==> src/rtl/conv_coeff_ctrl_if.sv <==
// Host write/commit bus of conv_coeff_ctrl: shadow-bank writes, commit strobe and status.
interface conv_coeff_ctrl_if #(
  parameter int COEFF_W = 9
);
  logic               wr_valid_i;
  logic               wr_ready_o;
  logic [3:0]         wr_addr_i;
  logic [COEFF_W-1:0] wr_data_i;
  logic               commit_i;
  logic               pending_o;
  logic               addr_err_o;

  modport master (
    output wr_valid_i, wr_addr_i, wr_data_i, commit_i,
    input  wr_ready_o, pending_o, addr_err_o
  );

  modport slave (
    input  wr_valid_i, wr_addr_i, wr_data_i, commit_i,
    output wr_ready_o, pending_o, addr_err_o
  );
endinterface

==> src/rtl/conv_coeff_ctrl.sv <==
// Double-banked 3x3 coefficient store streaming taps to a convolution datapath on each vs_i frame.
// Optional readback port of the active bank: define CONV_CTRL_READBACK_EN.
//
// state  | meaning
// IDLE   | vs_i low (or not yet re-armed); tap 0 preloaded on coeff_o; bank swap allowed
// STREAM | taps 1..N_COEFF-1 driven, idx is the tap currently on coeff_o
// HOLD   | all taps sent, coeff_o = 0 until vs_i falls
module conv_coeff_ctrl #(
  parameter int COEFF_W = 9,
  parameter int N_COEFF = 9
) (
  input  logic               clk,
  input  logic               rst_n,
  input  logic               vs_i,
  conv_coeff_ctrl_if.slave   wr_bus,
  output logic [COEFF_W-1:0] coeff_o,
  output logic               stream_o
`ifdef CONV_CTRL_READBACK_EN
  ,
  input  logic [3:0]         rd_addr_i,
  output logic [COEFF_W-1:0] rd_data_o
`endif
);

  localparam int IDX_W = (N_COEFF > 1) ? $clog2(N_COEFF) : 1;
  localparam int MID   = (N_COEFF - 1) / 2;

  typedef enum logic [1:0] {IDLE, STREAM, HOLD} state_e;

  state_e             state_q;
  logic [IDX_W-1:0]   idx_q;
  logic [IDX_W-1:0]   idx_inc;
  logic [COEFF_W-1:0] shadow_q [N_COEFF];
  logic [COEFF_W-1:0] active_q [N_COEFF];
  logic [COEFF_W-1:0] active_d [N_COEFF];
  logic [COEFF_W-1:0] coeff_q;
  logic               pending_q;
  logic               addr_err_q;
  logic               vs_low_q;
  logic               wr_fire;
  logic               wr_in_range;
  logic               launch;
  logic               swap;

  assign wr_fire     = wr_bus.wr_valid_i & ~pending_q;
  assign wr_in_range = {1'b0, wr_bus.wr_addr_i} < 5'(N_COEFF);

  // A frame starts only on a sampled low-to-high of vs_i, so reset mid-frame waits for the next frame.
  assign launch = (state_q == IDLE) & vs_i & vs_low_q;
  // No swap in the launch cycle: that frame already committed to the old tap 0.
  assign swap   = pending_q & (state_q == IDLE) & ~launch;
  assign idx_inc = idx_q + IDX_W'(1);

  always_comb begin
    for (int i = 0; i < N_COEFF; i++) begin
      active_d[i] = swap ? shadow_q[i] : active_q[i];
    end
  end

  always_ff @(posedge clk) begin
    if (!rst_n) begin
      state_q    <= IDLE;
      idx_q      <= '0;
      coeff_q    <= '0;
      pending_q  <= 1'b0;
      addr_err_q <= 1'b0;
      vs_low_q   <= 1'b0;
      for (int i = 0; i < N_COEFF; i++) begin
        shadow_q[i] <= (i == MID) ? COEFF_W'(1) : '0;
        active_q[i] <= (i == MID) ? COEFF_W'(1) : '0;
      end
    end else begin
      vs_low_q <= ~vs_i;

      if (wr_fire) begin
        if (wr_in_range) shadow_q[wr_bus.wr_addr_i] <= wr_bus.wr_data_i;
        else             addr_err_q <= 1'b1;
      end

      if (swap)                            pending_q <= 1'b0;
      else if (wr_bus.commit_i && !pending_q) pending_q <= 1'b1;

      for (int i = 0; i < N_COEFF; i++) begin
        active_q[i] <= active_d[i];
      end

      case (state_q)
        IDLE: begin
          idx_q <= '0;
          if (launch) begin
            state_q <= STREAM;
            idx_q   <= IDX_W'(1);
            coeff_q <= active_q[1];
          end else begin
            coeff_q <= active_d[0];
          end
        end
        STREAM: begin
          if (!vs_i) begin
            state_q <= IDLE;
            idx_q   <= '0;
            coeff_q <= active_q[0];
          end else if (idx_q == IDX_W'(N_COEFF - 1)) begin
            state_q <= HOLD;
            idx_q   <= '0;
            coeff_q <= '0;
          end else begin
            idx_q   <= idx_inc;
            coeff_q <= active_q[idx_inc];
          end
        end
        HOLD: begin
          idx_q <= '0;
          if (!vs_i) begin
            state_q <= IDLE;
            coeff_q <= active_q[0];
          end else begin
            coeff_q <= '0;
          end
        end
        default: begin
          state_q <= IDLE;
          idx_q   <= '0;
          coeff_q <= '0;
        end
      endcase
    end
  end

  assign coeff_o           = coeff_q;
  assign stream_o          = (state_q == STREAM) | launch;
  assign wr_bus.wr_ready_o = ~pending_q;
  assign wr_bus.pending_o  = pending_q;
  assign wr_bus.addr_err_o = addr_err_q;

`ifdef CONV_CTRL_READBACK_EN
  logic [COEFF_W-1:0] rd_data_q;

  always_ff @(posedge clk) begin
    if (!rst_n) begin
      rd_data_q <= '0;
    end else if ({1'b0, rd_addr_i} < 5'(N_COEFF)) begin
      rd_data_q <= active_q[rd_addr_i];
    end else begin
      rd_data_q <= '0;
    end
  end

  assign rd_data_o = rd_data_q;
`endif

endmodule
==> src/flat_wrapper.sv <==
// flat-port wrapper written by rule: the top's interface ports become plain ports
module conv_coeff_ctrl_flat 
#(
  parameter int COEFF_W = 9,
  parameter int N_COEFF = 9
)
  (clk, rst_n, vs_i, coeff_o, stream_o, wr_bus_wr_valid_i, wr_bus_wr_addr_i, wr_bus_wr_data_i, wr_bus_commit_i, wr_bus_wr_ready_o, wr_bus_pending_o, wr_bus_addr_err_o);
  conv_coeff_ctrl_if #(.COEFF_W(COEFF_W)) wr_bus_i ();
  input  logic clk;
  input  logic rst_n;
  input  logic vs_i;
  output logic [COEFF_W-1:0] coeff_o;
  output logic stream_o;
  input wire logic [$bits(wr_bus_i.wr_valid_i)-1:0] wr_bus_wr_valid_i;
  input wire logic [$bits(wr_bus_i.wr_addr_i)-1:0] wr_bus_wr_addr_i;
  input wire logic [$bits(wr_bus_i.wr_data_i)-1:0] wr_bus_wr_data_i;
  input wire logic [$bits(wr_bus_i.commit_i)-1:0] wr_bus_commit_i;
  output wire logic [$bits(wr_bus_i.wr_ready_o)-1:0] wr_bus_wr_ready_o;
  output wire logic [$bits(wr_bus_i.pending_o)-1:0] wr_bus_pending_o;
  output wire logic [$bits(wr_bus_i.addr_err_o)-1:0] wr_bus_addr_err_o;
  assign wr_bus_i.wr_valid_i = wr_bus_wr_valid_i;
  assign wr_bus_i.wr_addr_i = wr_bus_wr_addr_i;
  assign wr_bus_i.wr_data_i = wr_bus_wr_data_i;
  assign wr_bus_i.commit_i = wr_bus_commit_i;
  assign wr_bus_wr_ready_o = wr_bus_i.wr_ready_o;
  assign wr_bus_pending_o = wr_bus_i.pending_o;
  assign wr_bus_addr_err_o = wr_bus_i.addr_err_o;
  conv_coeff_ctrl #(.COEFF_W(COEFF_W), .N_COEFF(N_COEFF)) u_core (.clk(clk), .rst_n(rst_n), .vs_i(vs_i), .wr_bus(wr_bus_i), .coeff_o(coeff_o), .stream_o(stream_o));
endmodule
==> config.mk <==
export PLATFORM = sky130hd
export DESIGN_NAME = conv_coeff_ctrl_flat
export DESIGN_NICKNAME = d
export VERILOG_FILES = /design/src/rtl/conv_coeff_ctrl_if.sv /design/src/rtl/conv_coeff_ctrl.sv /design/src/flat_wrapper.sv
export SDC_FILE = /design/constraint.sdc
export NUM_CORES = 1
export LEC_CHECK = 0
export CAP_MARGIN = 20
export CORE_AREA = 2 2 136 138
export DETAILED_ROUTE_END_ITERATION = 10
export DIE_AREA = 0 0 138 140
export PLACE_DENSITY_LB_ADDON = 0.15
export SYNTH_ARGS = -nofsm -noshare
export SYNTH_HDL_FRONTEND = slang
export SYNTH_SLANG_ARGS = --single-unit
==> constraint.sdc <==
create_clock -name clk -period 3.91 [get_ports clk]
set_input_delay 0.5865 -clock clk [delete_from_list [all_inputs] [get_ports clk]]
set_output_delay 0.5865 -clock clk [all_outputs]
set_load 0.02 [all_outputs]
==> results.py <==
metrics = {
    "grt": {
        "grt_usage_pct": 19.1,
        "antenna_found_initial": 0,
        "gr-total-overflow": 0,
        "grt_pass1_wl_um": 27500,
        "grt_max_degree": 101,
        "grt_pass1_vias": 4450,
    },
    "synth": {
        "synthArstFlopShare_pct": 0,
        "syn_inst": 565,
        "synth_area_um2": 7920,
        "ys_types": 52,
        "ys_seq_area_share_pct": 66.0,
        "syn_area_per_cell_um2": 14.0,
        "synth_edf_count": 162,
        "synth_ff_type": "edfxtp_1",
        "yosys_warnings": 0,
        "ys_ff_latch": 180,
    },
    "finish": {
        "n_antenna_cell": 0,
        "layout.nets": 617,
        "multi_input_comb_area_um2": 2550,
        "drive_above_1_share_pct": 10.8,
        "fin_cells": 839,
        "seq_area_um2": 5230,
        "nFillCells": 1487,
        "most-common-layout-cells": "edfxtp_1 (162), and2_1 (144), clkdlybuf4s50_1 (29), nor2b_1 (25), o21ai_0 (25)",
        "final_common_cell": "edfxtp_1",
        "final_util_pct": 50.6,
        "syn_to_final_growth_pct": 13.7,
    },
    "drt": {
        "avgRoutedWirePerCell_um": 20.9,
        "vias": 4536,
        "wl_um": 17600,
        "dr.pass1.iters": 5,
        "via_per_inst": 5.41,
        "drt-initial-drc-count": 677,
        "ant_nets": 0,
        "drc": 0,
    },
    "outcome": {
        "status": "finished clean",
    },
    "sta": {
        "setup_violations": 0,
        "rsz0062_at_grt": "no",
        "setup-tns-final_ns": 0,
        "slew_violations": 0,
        "fmaxAchievable_ghz": 0.331,
        "skew_ns": 0.00867,
        "finalHoldViolCount": 0,
        "period_share_pct": 77.2,
        "relSlewSlack_pct": 44.3,
        "fin_crit_ns": 3.02,
        "worst_slew_pin_slew_ns": 0.836,
    },
    "place": {
        "io_buffers": 30,
        "dpl.hpwl_um": 12200,
        "dp.cells": 807,
        "gp_congestion": 0.816,
    },
    "clock_network": {
        "worstSkewPairLatency_ns": 0.43,
        "cts_tree": "done",
        "post_cts.resized_instances": 0,
        "cts_sinks": 180,
        "cts_hold_buf": 0,
        "clockBufferDepth": 2,
        "clkTransAtPathRegs_ns": 0.06,
        "post_cts_buffers": 0,
        "clock-root-buffer": "clkbuf_16",
        "htree_num_levels": 4,
        "numCtsBuffers": 17,
    },
    "setup_path": {
        "cp-end-kind": "output pin",
        "cp.required_ns": 3.32,
        "worstPathMaxFanout": 25,
        "arrival_ns": 2.43,
        "critPathLaunchType": "primary input",
        "path_class": "primary input to output pin",
    },
    "power": {
        "ir_drop_v": 0.000361,
        "comb_power_share_pct": 7.2,
        "swShare_pct": 22.3,
        "p_leak_nw": 3.24,
        "clkPwrFrac_pct": 39.0,
        "powerDensity_nw_per_um2": 469,
        "pwr-share-seq_pct": 53.8,
        "p_switching_mw": 0.944,
        "p_int_mw": 3.28,
    },
    "floorplan": {
        "die_x_um": 138,
        "initial_utilization_pct": 44.5,
        "row_count": 49,
        "dieArea_um2": 19300,
        "die_y_um": 140,
        "core_um2": 17800,
        "top_level_ports": 31,
    },
    "job": {
        "drv_cap": 0,
    },
    "min_path": {
        "hold_path_class": "register to register",
    },
}
## synthesized netlist by cell type, types with 2 or more instances
master / instances / share of area, %
nand3b_1: 2 / 0.19
buf_4: 3 / 0.28
and2_1: 144 / 11
ha_1: 2 / 0.32
o21ai_1: 6 / 0.38
inv_2: 2 / 0.095
a21boi_1: 2 / 0.19
a41oi_1: 8 / 0.88
clkbuf_1: 18 / 0.85
a32oi_1: 8 / 0.88
edfxtp_1: 162 / 61
dfxtp_1: 18 / 4.6
nor3_1: 2 / 0.13
nand2b_1: 7 / 0.55
nor2_1: 13 / 0.62
nand2_1: 18 / 0.85
o22ai_1: 16 / 1.3
mux2i_1: 10 / 1.3
xnor2_1: 2 / 0.22
mux4_2: 18 / 5.1
o21a_1: 3 / 0.28
inv_1: 3 / 0.14
nor2b_1: 25 / 2.0
and3_1: 9 / 0.71
nand3_1: 9 / 0.57
buf_2: 5 / 0.32
o21ai_0: 25 / 1.6
## sequential cells by signal, indices dropped and copies added, names as in the netlist
register                  cells
u_core.shadow_q              81
u_core.coeff_o                9
u_core.wr_bus.pending_o       1
u_core.state_q                2
u_core.idx_q                  4
u_core.wr_bus.addr_err_o      1
u_core.vs_low_q               1
u_core.active_q              81
## metrics by stage
step	area (µm²)	total power, mW	hold WS (ns)	setup WS, ns
detailed placement	8430	2.62	0.485	0.923
global placement	8430	2.61	0.462	0.950
global route	9000	4.35	0.526	0.791
finish	9000	4.22	0.500	0.892
CTS	9000	4.25	0.506	0.907
floorplan	7950	2.48	0.477	0.879
## layer usage
| layer | routed length (µm) | part of all wire, % | up-vias | GRT usage (%) |
|---|---|---|---|---|
| met3 | 1070 | 6.1 | 32 | 3.66 |
| met2 | 7700 | 44 | 175 | 27.4 |
| met4 | 361 | 2.1 | 0 | 6.50 |
| met5 | 0 | 0 | - | 0 |
| met1 | 8440 | 48 | 2197 | 29.2 |
| li1 | - | - | 2132 | - |
## worst max-delay path: stages
cell             delay [ns]
clkdlybuf4s50_1        0.46
buf_4                  0.24
and2_1                 0.38
o21a_1                 0.16
clkdlybuf4s50_1        0.60
## path summary, 6_finish.rpt
check	to	slack (ns)	depth (start not counted)	startpoint
max	stream_o	0.89	5	vs_i
min	u_core.wr_bus.addr_err_o	0.50	1	u_core.wr_bus.addr_err_o
max reg2reg	u_core.coeff_o[1]	1.41	7	u_core.idx_q[0]
min reg2reg	u_core.wr_bus.addr_err_o	0.50	1	u_core.wr_bus.addr_err_o
## power by group through the flow
stage	logic [mW]	registers, mW	clock network (mW)
after floorplan	0.184	2.29	0
after global placement	0.303	2.31	0
after detailed placement	0.307	2.31	0
after CTS	0.307	2.27	1.66
after global routing	0.332	2.28	1.74
final	0.305	2.27	1.65
## cell type report
| type | instances | area share [%] |
|---|---|---|
| Inverter | 5 | 0.209 |
| Tap cell | 229 | 3.18 |
| Clock inverter | 12 | 1.45 |
| Timing Repair Buffer | 36 | 3.92 |
| Clock buffer | 20 | 4.85 |
| Multi-Input combinational cell | 357 | 28.3 |
| Sequential cell | 180 | 58.1 |
## cell families after synthesis
| logic type | after synthesis | share of synthesized area, % |
|---|---|---|
| AO/OA/AOI/OAI | 75 | 6.43 |
| XOR/XNOR | 3 | 0.332 |
| adder cells (fa/ha/maj) | 2 | 0.316 |
| buffers and inverters | 36 | 2.23 |
| flip-flops | 180 | 66.0 |
| multiplexers | 29 | 6.53 |
| other | 1 | 0.0474 |
| AND/OR/NAND/NOR | 239 | 18.1 |
No activity file was read; power rests on OpenSTA's default activity.
